===== config.mk =====
export PLATFORM = sky130hd
export DESIGN_NAME = i2c_byte_tx
export DESIGN_NICKNAME = d
export VERILOG_FILES = /design/src/rtl/i2c_pkg.sv /design/src/rtl/scl_edge_detect.sv /design/src/rtl/i2c_byte_tx.sv
export SDC_FILE = /design/constraint.sdc
export NUM_CORES = 1
export LEC_CHECK = 0
export BUFFER_PORTS_ARGS = -buffer_cell sky130_fd_sc_hd__clkbuf_2
export CORE_ASPECT_RATIO = 0.8
export CORE_MARGIN = 8
export CORE_UTILIZATION = 50
export CTS_CLUSTER_DIAMETER = 120
export CTS_CLUSTER_SIZE = 24
export DETAILED_ROUTE_END_ITERATION = 6
export GPL_ROUTABILITY_DRIVEN = 0
export MAX_ROUTING_LAYER = met4
export PLACE_DENSITY = 0.85
export SLEW_MARGIN = 20
export SYNTH_ARGS = -nofsm -noshare
export SYNTH_HDL_FRONTEND = slang
export SYNTH_HIERARCHICAL = 1
export SYNTH_SLANG_ARGS = --single-unit

===== constraint.sdc =====
create_clock -name clk -period 2.1 [get_ports clk]
set_clock_uncertainty 0.05 [all_clocks]
set_input_delay 0 -clock clk [delete_from_list [all_inputs] [get_ports clk]]
set_output_delay 0 -clock clk [all_outputs]
set_load 0.1 [all_outputs]

===== src/rtl/i2c_pkg.sv =====
// Shared types and constants for the I2C byte transmitter.
package i2c_pkg;

  localparam int   BYTE_W      = 8;
  localparam int   CNT_W       = 3;
  localparam logic SDA_RELEASE = 1'b1;

  // Byte transmitter state machine
  typedef enum logic [2:0] {
    IDLE,
    WAIT_FALL,
    SHIFT,
    ACK_REL,
    ACK_SAMPLE,
    DONE
  } tx_state_e;

  // Bit counter decrement that holds at zero instead of wrapping
  function automatic logic [CNT_W-1:0] cnt_dec(input logic [CNT_W-1:0] c);
    return (c == '0) ? '0 : c - 1'b1;
  endfunction

endpackage


===== src/rtl/scl_edge_detect.sv =====
// Registers the divider's SCL level and flags its falling and rising edges.
module scl_edge_detect (
  input  logic clk,
  input  logic rst_,
  input  logic scl_in,
  output logic fall,
  output logic rise
);

  logic scl_q;

  // One-cycle history of SCL; resets high to match an idle bus
  always_ff @(posedge clk or negedge rst_) begin
    if (!rst_) begin
      scl_q <= 1'b1;
    end else begin
      scl_q <= scl_in;
    end
  end

  assign fall = scl_q & ~scl_in;
  assign rise = ~scl_q & scl_in;

endmodule


===== src/rtl/i2c_byte_tx.sv =====
// Transmits one byte MSB first on SDA, aligned to SCL falling edges, then
// releases SDA for the ACK bit and reports ACK/NACK.
module i2c_byte_tx
  import i2c_pkg::*;
(
  input  logic              clk,
  input  logic              rst_,
  input  logic              enable,
  input  logic              scl_in,
  input  logic              start_done,
  input  logic [BYTE_W-1:0] tx_data,
  input  logic              tx_valid,
  output logic              tx_ready,
  input  logic              sda_in,
  output logic              sda_out,
  output logic              busy,
  output logic              byte_done,
  output logic              ack_ok,
  output logic              nack
);

  logic fall;
  logic rise;

  tx_state_e         state_q;
  logic [BYTE_W-1:0] shift_q;
  logic [CNT_W-1:0]  cnt_q;
  logic              session_q;
  logic              sda_out_q;
  logic              busy_q;
  logic              byte_done_q;
  logic              ack_ok_q;
  logic              nack_q;

  scl_edge_detect u_scl_edge (
    .clk    (clk),
    .rst_   (rst_),
    .scl_in (scl_in),
    .fall   (fall),
    .rise   (rise)
  );

  // Ready only from registered state, so a start_done arriving together with
  // tx_valid cannot be accepted in that same cycle.
  assign tx_ready = (state_q == IDLE) & session_q & enable;

  // Byte FSM plus datapath. SDA is only ever updated on the cycle after an
  // SCL fall, which keeps data stable while SCL is high.
  always_ff @(posedge clk or negedge rst_) begin
    if (!rst_) begin
      state_q     <= IDLE;
      shift_q     <= '0;
      cnt_q       <= '0;
      session_q   <= 1'b0;
      sda_out_q   <= SDA_RELEASE;
      busy_q      <= 1'b0;
      byte_done_q <= 1'b0;
      ack_ok_q    <= 1'b0;
      nack_q      <= 1'b0;
    end else if (!enable) begin
      // Abort: release the bus and drop the session without completing
      state_q     <= IDLE;
      cnt_q       <= '0;
      session_q   <= 1'b0;
      sda_out_q   <= SDA_RELEASE;
      busy_q      <= 1'b0;
      byte_done_q <= 1'b0;
    end else begin
      byte_done_q <= 1'b0;
      if (start_done) begin
        session_q <= 1'b1;
      end

      case (state_q)
        IDLE: begin
          if (tx_valid && tx_ready) begin
            shift_q  <= tx_data;
            cnt_q    <= CNT_W'(BYTE_W - 1);
            ack_ok_q <= 1'b0;
            nack_q   <= 1'b0;
            busy_q   <= 1'b1;
            state_q  <= WAIT_FALL;
          end
        end

        WAIT_FALL: begin
          if (fall) begin
            sda_out_q <= shift_q[BYTE_W-1];
            state_q   <= SHIFT;
          end
        end

        SHIFT: begin
          if (fall) begin
            if (cnt_q != '0) begin
              // Next bit sits at [BYTE_W-2] before the shift takes effect
              shift_q   <= shift_q << 1;
              sda_out_q <= shift_q[BYTE_W-2];
              cnt_q     <= cnt_dec(cnt_q);
            end else begin
              // Bit 0 has had its full SCL period; hand SDA to the receiver
              sda_out_q <= SDA_RELEASE;
              state_q   <= ACK_REL;
            end
          end
        end

        ACK_REL: begin
          if (rise) begin
            if (sda_in) begin
              nack_q    <= 1'b1;
              session_q <= 1'b0;
            end else begin
              ack_ok_q  <= 1'b1;
            end
            state_q <= ACK_SAMPLE;
          end
        end

        ACK_SAMPLE: begin
          if (fall) begin
            byte_done_q <= 1'b1;
            busy_q      <= 1'b0;
            state_q     <= DONE;
          end
        end

        DONE: begin
          state_q <= IDLE;
        end

        default: begin
          state_q <= IDLE;
        end
      endcase
    end
  end

  assign sda_out   = sda_out_q;
  assign busy      = busy_q;
  assign byte_done = byte_done_q;
  assign ack_ok    = ack_ok_q;
  assign nack      = nack_q;

endmodule


==> impl_metrics.yaml, run 1 <==
pwr:
  netSwitchingFraction_pct: 35.9
  p_total_mw: 1.35
  p_per_area_nw_per_um2: 945
  clkPwrFrac_pct: 14.4
  comb_power_share_pct: 41.1
  p_switching_mw: 0.484
  p_leak_nw: 0.691
  p_int_mw: 0.864
  ir_worst_vdd_mv: 0.666
  pwr-share-seq_pct: 44.5
global_routing:
  use_met1_pct: 15.9
  track_usage_pct: 13.4
  grt_pass1_vias: 977
  grt_use_met3_pct: 3.52
  grt_overflow_total: 0
  grt_util_met2_pct: 21.5
  grt_pass1_wl_um: 4440
  grt-busiest-layer: "met2"
  grt_max_degree: 22
  antenna_found_initial: 0
yosys:
  syn_nets: 116
  avgSynthCellArea_um2: 11.6
  seq_area_frac_synth_pct: 45.1
  yosysWarnings: 6
  synth.distinct_cells: 40
  netlist_area_um2: 1170
  ys_ff_latch: 21
  synthCells: 101
cells_and_area:
  fin_nets: 151
  layout-drive-gt1-share_pct: 38.5
  final_area_um2: 1430
  area_growth_pct: 21.8
  final_util_pct: 65.0
  diodes: 0
  fill_cells: 174
worst_hold_path:
  worstHoldStart: "tx_data[7]"
  min_to: "shift_q[7]"
  hp-class: "input pin to register"
  holdPathStages: 3
die:
  die-area_um2: 4160
  num_rows: 15
  chipWidth_um: 70.1
  die_h_um: 59.3
  initial_core_util_pct: 53.3
  io_pins: 21
  coreArea_um2: 2200
placement:
  placed_cell_area_um2: 1300
  io_buffers: 20
  place_hpwl_um: 1900
detailed_routing:
  antenna_left: 0
  vias: 909
  drcViolationCount: 0
  drt_iter0_markers: 22
  drt_pass1_iterations: 4
  wire_per_inst_um: 16.5
  vias_per_cell: 5.68
  routed_wirelength_um: 2630
timing:
  holdWs_ns: 0.00635
  rsz0062_at_grt: "false"
  relSlewSlack_pct: 63.9
  finalSetupViolCount: 0
  max_freq_mhz: 508
  post-route-period-util_pct: 93.8
  drv_slew: 0
  tightest_slew_ns: 0.543
  finalHoldViolCount: 0
  post-route-min-period_ns: 1.97
  fin_tns_setup_ns: 0
outcome:
  outcome: "complete, no violations"
critical_path:
  crit_family: "simple AND/OR/NAND/NOR gates"
  required_ns: 2.25
  end_kind: "register"
  regToRegSetupSlack_ns: 0.13
  crit_type: "register to register"
  critPathBufInv: 1
  rr_startpoint: "cnt_q[0]"
  worstPathMaxFanout: 8
  crit_slowest_cell: "dfrtp_1"
  start_kind: "register"
  rr_worst_depth: 5
  cpPeakStageDelay_ns: 0.45
  cp.arrival_ns: 2.12
  r2r-end: "shift_q[3]"
  cp_cell_sequence: "or3_4 -> a32oi_2 -> nand2b_1 -> buf_4 -> mux2_4"
cts:
  cts-root-buf: "clkbuf_4"
  insertion_delay_ns: 0.30
  clock_sinks: 21
  cts_htree_levels: 1
  cts_buffers: 3
  clockBufferDepth: 2
  cts_tree: "yes"
  path_clk_slew_ns: 0.12
  post_cts_buffers: 0
flow_run:
  maxCapViolations: 0
layer usage:
metal | up-vias | wire length, um
met5 | - | 0
met1 | 446 | 1160
met4 | 0 | 57
li1 | 434 | -
met2 | 23 | 1300
met3 | 6 | 106
cell usage after synthesis:
cell      number  area (um^2)
o21ai_0        4         20.0
a21boi_0       3         22.5
a32oi_2        1         16.3
inv_1          1         3.75
a21oi_1        3         15.0
mux2i_1        1         10.0
buf_2          2         10.0
nand2_1        6         22.5
nand2b_1       1         6.26
xnor2_1        1         8.76
or3_4          1         11.3
and2_1         1         6.26
nor2b_1        6         37.5
nor3_1         1         5.00
nor2_1         5         18.8
clkbuf_1       1         3.75
o21a_1         1         7.51
and4bb_2       1         12.5
a22oi_1        1         7.51
dfstp_2        2         52.6
a31oi_1        2         12.5
a21o_1         1         7.51
mux2_4         8          120
o211ai_1       1         7.51
a221o_1        1         10.0
and4_1         1         8.76
a31o_2         1         8.76
nand3b_1       2         15.0
o22ai_1        1         6.26
dfrtp_1       19          475
nand3_1        2         10.0
o32a_1         1         10.0
or2b_1         1         7.51
and3_1         3         18.8
and2b_2        1         8.76
xor2_1         1         8.76
or3_1          1         6.26
mux2_2         7         78.8
nor3b_4        1         18.8
buf_6          3         33.8
tightest hold or removal path: stages:
cell	delay [ns]
clkbuf_2	0.07
mux2_2	0.14
mux2_4	0.13
cell families after synthesis:
family | after synthesis | synth area share, %
simple gates | 34 | 18.3
mux | 16 | 17.8
compound gates | 21 | 12.9
xor+xnor | 2 | 1.50
buf+inv | 7 | 4.38
flops | 21 | 45.1
metrics by stage:
stage / worst slack [ns] / cells
finish: 0.131 / 160
global route: 0.0234 / 160
CTS: 0.148 / 158
detailed placement: 0.159 / 146
global placement: 0.259 / 146
floorplan: 0.313 / 101
what timing repair did:
item	in CTS	in global routing
endpoints found under the setup margin	0	0
hold buffers	8	2
endpoints found under the hold margin	29	2
gates resized for setup	0	0
layout make-up:
cell class              count  area [um^2]  area share (%)
flip-flops and latches     21          528            37.0
inverters                   1         3.75           0.263
clock buffers               4         26.3            1.84
well taps                  25         31.3            2.19
repair buffers             36          245            17.2
multi-input cells          73          592            41.5
power by group through the flow:
| stage | clock (mW) | sequential, mW | combinational [mW] |
|---|---|---|---|
| floorplan | 0 | 0.645 | 0.361 |
| global placement | 0 | 0.589 | 0.511 |
| detailed placement | 0 | 0.599 | 0.538 |
| CTS | 0.201 | 0.593 | 0.549 |
| global route | 0.222 | 0.612 | 0.593 |
| finish | 0.194 | 0.600 | 0.553 |
placed cells by master (no fill, tap or decap), types with 2 or more instances in the layout:
cell,instances
dfstp_2,2
nor2_1,5
nand2_1,6
a21oi_1,3
buf_4,6
nand3_1,2
mux2_2,7
clkbuf_2,20
o21ai_0,4
nor2b_1,6
a31oi_1,2
nand3b_1,2
dfrtp_1,19
clkbuf_4,3
dlygate4sd3_1,10
and3_1,3
mux2_4,8
a21boi_0,3
flip-flops by register name, summed over array words and instances (netlist names):
register	flops
byte_done	1
state_q	3
session_q	1
busy	1
cnt_q	3
shift_q	8
nack	1
ack_ok	1
sda_out	1
u_scl_edge/scl_q	1
worst max-delay path by stage:
stage | from | end | slack, ns | cells past startpoint
2_1_floorplan | cnt_q[0] | shift_q[0] | 0.31 | 5
3_3_place_gp | cnt_q[1] | shift_q[1] | 0.26 | 5
3_5_place_dp | cnt_q[0] | shift_q[1] | 0.16 | 5
4_1_cts | cnt_q[0] | shift_q[1] | 0.15 | 5
5_1_grt | state_q[1] | session_q | 0.02 | 4
6_report | cnt_q[0] | shift_q[3] | 0.13 | 5
No activity file was read; power rests on OpenSTA's default activity.
==> run 2, diff against run 1 <==
ABC_AREA = 1   (was default)
CAP_MARGIN = 20   (was default)
PLACE_DENSITY = 0.84   (was 0.85)
==> impl_metrics.yaml, run 2 <==
yosys:
  avgSynthCellArea_um2: 6.89
  seq_area_frac_synth_pct: 41.4
  synth.distinct_cells: 26
  synth-main-ff-cell: "dfrtp_1"
  yosysMostFrequentCell: "nand2_1"
  yosys.area.top_type: "dfrtp_1"
  yosysTopAreaCellShare_pct: 37.3
  ys_ff_latch: 21
  async_reset_ff_share_pct: 100
  synthCells: 185
  synth_edf_count: 0
  syn_nets: 200
  ys_top_cells_by_count: "78 x nand2_1, 21 x nand3_1, 19 x dfrtp_1"
  netlist_area_um2: 1270
  synthTopCellsByArea: "dfrtp_1 37%, nand2_1 23%, nand3_1 8.2%"
  yosysWarnings: 6
flow_run:
  maxCapViolations: 0
cells_and_area:
  layout-drive-gt1-share_pct: 17.4
  max_flop_register: "shift_q"
  diodes: 0
  layout_commonest_cell: "nand2_1"
  layout_common_cells: "78 x nand2_1, 21 x nand3_1, 20 x clkbuf_2"
  largest_reg_flops: 8
  area_growth_pct: 22.0
  final_area_um2: 1560
  fin_nets: 235
  reg.largest.list: "shift_q (8), cnt_q (3), state_q (3)"
  stdcell_count: 255
  final_util_pct: 63.7
timing:
  finalHoldViolCount: 0
  relSlewSlack_pct: 63.9
  tightest_slew_ns: 0.544
  max_freq_mhz: 545
  fin_tns_setup_ns: 0
  post-route-period-util_pct: 87.4
  finalSetupViolCount: 0
  drv_slew: 0
  rsz0062_at_grt: "false"
  post-route-min-period_ns: 1.84
die:
  coreArea_um2: 2440
  die-area_um2: 4430
  io_pins: 21
  die_h_um: 61.2
  num_rows: 16
  chipWidth_um: 72.5
  initial_core_util_pct: 52.2
critical_path:
  rr_worst_depth: 5
  start_kind: "register"
  crit_family: "buffers and inverters"
  critPathBufInv: 2
  crit_slowest_cell: "dlygate4sd3_1"
  cp_cell_sequence: "inv_1 -> nand3_1 -> nor2_1 -> a21oi_1 -> dlygate4sd3_1"
  worstPathMaxFanout: 6
  cpPeakStageDelay_ns: 0.57
  end_kind: "register"
  required_ns: 2.25
  crit_cells: 5
  cp.arrival_ns: 1.99
  crit_type: "register to register"
placement:
  io_buffers: 20
  place_hpwl_um: 2020
  placed_cell_area_um2: 1400
  placed_cells: 238
pwr:
  comb_power_share_pct: 57.2
  p_int_mw: 0.968
  netSwitchingFraction_pct: 53.2
  clkPwrFrac_pct: 9.3
  pwr-share-seq_pct: 33.5
  p_leak_nw: 0.881
  ir_worst_vdd_mv: 0.607
  p_total_mw: 2.07
  p_per_area_nw_per_um2: 1330
  p_switching_mw: 1.10
global_routing:
  antenna_found_initial: 0
  grt_pass1_vias: 1043
  grt_overflow_total: 0
  grt_pass1_wl_um: 4750
  track_usage_pct: 14.1
  grt_max_degree: 22
cts:
  cts_buffers: 3
  cts_htree_levels: 1
  cts_tree: "yes"
  clockBufferDepth: 2
  path_clk_slew_ns: 0.12
  insertion_delay_ns: 0.31
  cts-root-buf: "clkbuf_4"
  clock_sinks: 21
detailed_routing:
  drt_iter0_markers: 144
  drcViolationCount: 0
  route.met3.wl_um: 214
  wire_per_inst_um: 11.0
  highest_layer: "met4"
  wl_met1_um: 1320
  routed_wirelength_um: 2810
  drt_pass1_iterations: 5
  vias: 1253
  vias_per_cell: 4.91
  wl_met2_um: 1230
  antenna_left: 0
worst_hold_path:
  holdPathStages: 5
  hp-class: "input pin to register"
outcome:
  outcome: "complete, no violations"
[run 2: cells by family after synthesis]
| group | Yosys count | synth area share (%) |
|---|---|---|
| buffers and inverters | 23 | 7.85 |
| flip-flops | 21 | 41.4 |
| AO/OA/AOI/OAI | 17 | 7.46 |
| AND/OR/NAND/NOR | 124 | 43.3 |
[run 2: worst min-delay path: stages]
cell and delay, ns:
clkbuf_2 0.09, nor2_1 0.09, a21oi_1 0.07, nand3_1 0.08, nand2_1 0.05
[run 2: area by class of cell]
| type | count | area, um^2 |
|---|---|---|
| Clock buffer | 4 | 26.3 |
| Fill cell | 222 | 887 |
| Inverter | 20 | 76.3 |
| Multi-Input combinational cell | 141 | 649 |
| Sequential cell | 21 | 528 |
| Tap cell | 36 | 45.0 |
| Timing Repair Buffer | 33 | 230 |
[run 2: per-layer routing]
metal	up-vias	global-route usage, %
met1	553	19.0
met4	0	5.11
met2	46	19.6
met5	-	-
met3	4	3.74
li1	650	-
[run 2: path summary, 6_finish.rpt]
check | slack (ns) | to | from
min in group asynchronous | 0.13 | session_q | rst_
max reg2reg | 0.26 | session_q | state_q[2]
max in group asynchronous | 1.51 | shift_q[1] | rst_
max | 0.26 | session_q | state_q[2]
min reg2reg | 0.43 | sda_out | sda_out
min | 0.06 | nack | sda_in
[run 2: power groups by stage]
stage	combinational, mW	sequential (mW)	clock, mW
after floorplan	0.762	0.882	0
final	1.18	0.692	0.193
after CTS	1.17	0.688	0.205
after global placement	1.14	0.693	0
after global routing	1.30	0.708	0.221
after detailed placement	1.15	0.697	0
[run 2: through the flow]
step                      worst slack (ns)  hold WS [ns]
final                                0.264        0.0553
after detailed placement             0.388       -0.0565
after global placement               0.401       -0.0541
after global routing                 0.110        0.0834
after floorplan                      0.231        -0.346
after CTS                            0.292        0.0458
[run 2: repair_timing]
item	CTS	global route
hold buffers	13	0
endpoints found under the hold margin	33	0
buffers inserted	0	0
resized for setup	0	0
==> run 3, diff against run 2 <==
CELL_PAD_IN_SITES_DETAIL_PLACEMENT = 1   (was default)
CELL_PAD_IN_SITES_GLOBAL_PLACEMENT = 1   (was default)
CORE_UTILIZATION = 37   (was 50)
CTS_BUF_LIST = sky130_fd_sc_hd__clkbuf_4   (was default)
PLACE_DENSITY = 0.89   (was 0.84)
clock period = 1.5 ns   (was 2.1 ns; I/O delays follow)
==> impl_metrics.yaml, run 3 (synthesis results as in run 2) <==
outcome:
  outcome: "finished, violations left"
  violations: "setup timing"
global_routing:
  grt_pass1_wl_um: 8230
  track_usage_pct: 19.9
  antenna_found_initial: 0
  grt_pass1_vias: 1629
  grt_max_degree: 22
  grt_overflow_total: 0
placement:
  placed_cells: 258
  placed_cell_area_um2: 1550
  io_buffers: 20
  place_hpwl_um: 3000
  place_ws_ns: -0.0955
critical_path:
  required_ns: 1.68
  start_kind: "register"
  cp.arrival_ns: 1.78
  crit_type: "register to register"
  regToRegSetupSlack_ns: -0.11
  cp-startpoint: "state_q[0]"
  r2r-end: "state_q[0]"
  rr_startpoint: "state_q[0]"
  worstPathMaxFanout: 4
  cp-endpoint: "state_q[0]"
  end_kind: "register"
  rr_worst_depth: 8
die:
  num_rows: 19
  initial_core_util_pct: 37.8
  die_h_um: 68.5
  io_pins: 21
  die-area_um2: 5590
  coreArea_um2: 3380
  chipWidth_um: 81.6
timing:
  rsz0062_at_grt: "true"
  post-route-min-period_ns: 1.61
  post-route-period-util_pct: 107
  holdWs_ns: 0.0213
  timing.final.ws_setup_ns: -0.107
  finalSetupViolCount: 14
  relSlewSlack_pct: 63.0
  drv_slew: 0
  tightest_slew_ns: 0.555
  max_freq_mhz: 622
  finalHoldViolCount: 0
cells_and_area:
  fin_nets: 261
  layout_commonest_cell: "nand2_1"
  layout-drive-gt1-share_pct: 38.4
  area_growth_pct: 53.6
  largest_reg_flops: 8
  max_flop_register: "shift_q"
  diodes: 0
  layout_common_cells: "68 x nand2_1, 21 x buf_4, 19 x clkbuf_2"
  reg.largest.list: "shift_q (8), cnt_q (3), state_q (3)"
  stdcell_count: 287
  final_area_um2: 1960
pwr:
  comb_power_share_pct: 66.2
  ir_worst_vdd_mv: 0.819
  p_leak_nw: 1.04
  p_switching_mw: 2.14
  p_per_area_nw_per_um2: 2010
  p_int_mw: 1.80
  p_total_mw: 3.94
  clkPwrFrac_pct: 8.0
  pwr-share-seq_pct: 25.7
  netSwitchingFraction_pct: 54.4
flow_run:
  maxCapViolations: 0
detailed_routing:
  drcViolationCount: 0
  drt_pass1_iterations: 4
  drt_iter0_markers: 88
  antenna_left: 0
  vias_per_cell: 5.40
  routed_wirelength_um: 5820
  wire_per_inst_um: 20.3
  vias: 1550
cts:
  cts_htree_levels: 1
  clockBufferDepth: 2
  cts-root-buf: "clkbuf_4"
  path_clk_slew_ns: 0.15
  insertion_delay_ns: 0.34
  cts_tree: "yes"
  cts_buffers: 3
  clock_sinks: 21
worst_hold_path:
  hp-class: "input pin to register"
  holdPathStages: 5
[run 3: how the worst min path moves through the flow]
stage	startpoint	slack, ns	end
6_report	tx_data[7]	0.02	shift_q[7]
5_1_grt	tx_data[7]	0.02	shift_q[7]
3_3_place_gp	rst_	-0.04	state_q[0]
2_1_floorplan	rst_	-0.35	ack_ok
3_5_place_dp	rst_	-0.04	state_q[2]
4_1_cts	tx_data[7]	0.02	shift_q[7]
[run 3: cell type report]
class                           instances  area (um^2)
Sequential cell                        21          531
Multi-Input combinational cell        142          808
Fill cell                             426         1420
Inverter                               20         81.3
Tap cell                               42         52.6
Timing Repair Buffer                   58          458
Clock inverter                          1         5.00
Clock buffer                            3         22.5
[run 3: power groups by stage]
stage / clock network [mW] / logic (mW) / registers (mW)
4_1_cts: 0.294 / 2.06 / 0.976
6_report: 0.316 / 2.61 / 1.01
3_3_place_gp: 0 / 1.80 / 0.967
2_1_floorplan: 0 / 1.09 / 1.24
5_1_grt: 0.350 / 2.77 / 1.03
3_5_place_dp: 0 / 1.88 / 0.984
[run 3: critical path: stages (launching register included)]
cell and delay (ns):
dfrtp_2 0.48, buf_4 0.15, nand3_2 0.13, buf_4 0.15, nor2_1 0.05, nor2_1 0.13, nand4_1 0.19, nand2_1 0.12
nand2_1 0.06
[run 3: timing repair]
action                                  in CTS  in global routing
setup buffers                                4                  8
endpoints found under the hold margin       31                  0
endpoints found under the setup margin      15                 18
hold buffers                                12                  0
pin swaps                                    8                 16
gates resized for setup                     17                 25
gates cloned                                 1                  0
[run 3: per-layer routing]
layer  GRT usage, %  part of all wire (%)
met1           23.8                    45
met2           33.4                    47
met3           3.37                   4.3
met4           7.21                   3.0
met5              -                     0
[run 3: stage by stage]
stage | setup TNS, ns | utilization, %
6_report | -0.652 | 58.0
5_1_grt | -1.76 | 58.0
4_1_cts | -0.0293 | 53.0
3_5_place_dp | -0.827 | 45.8
3_3_place_gp | -0.123 | 45.8
2_1_floorplan | -0.00859 | -
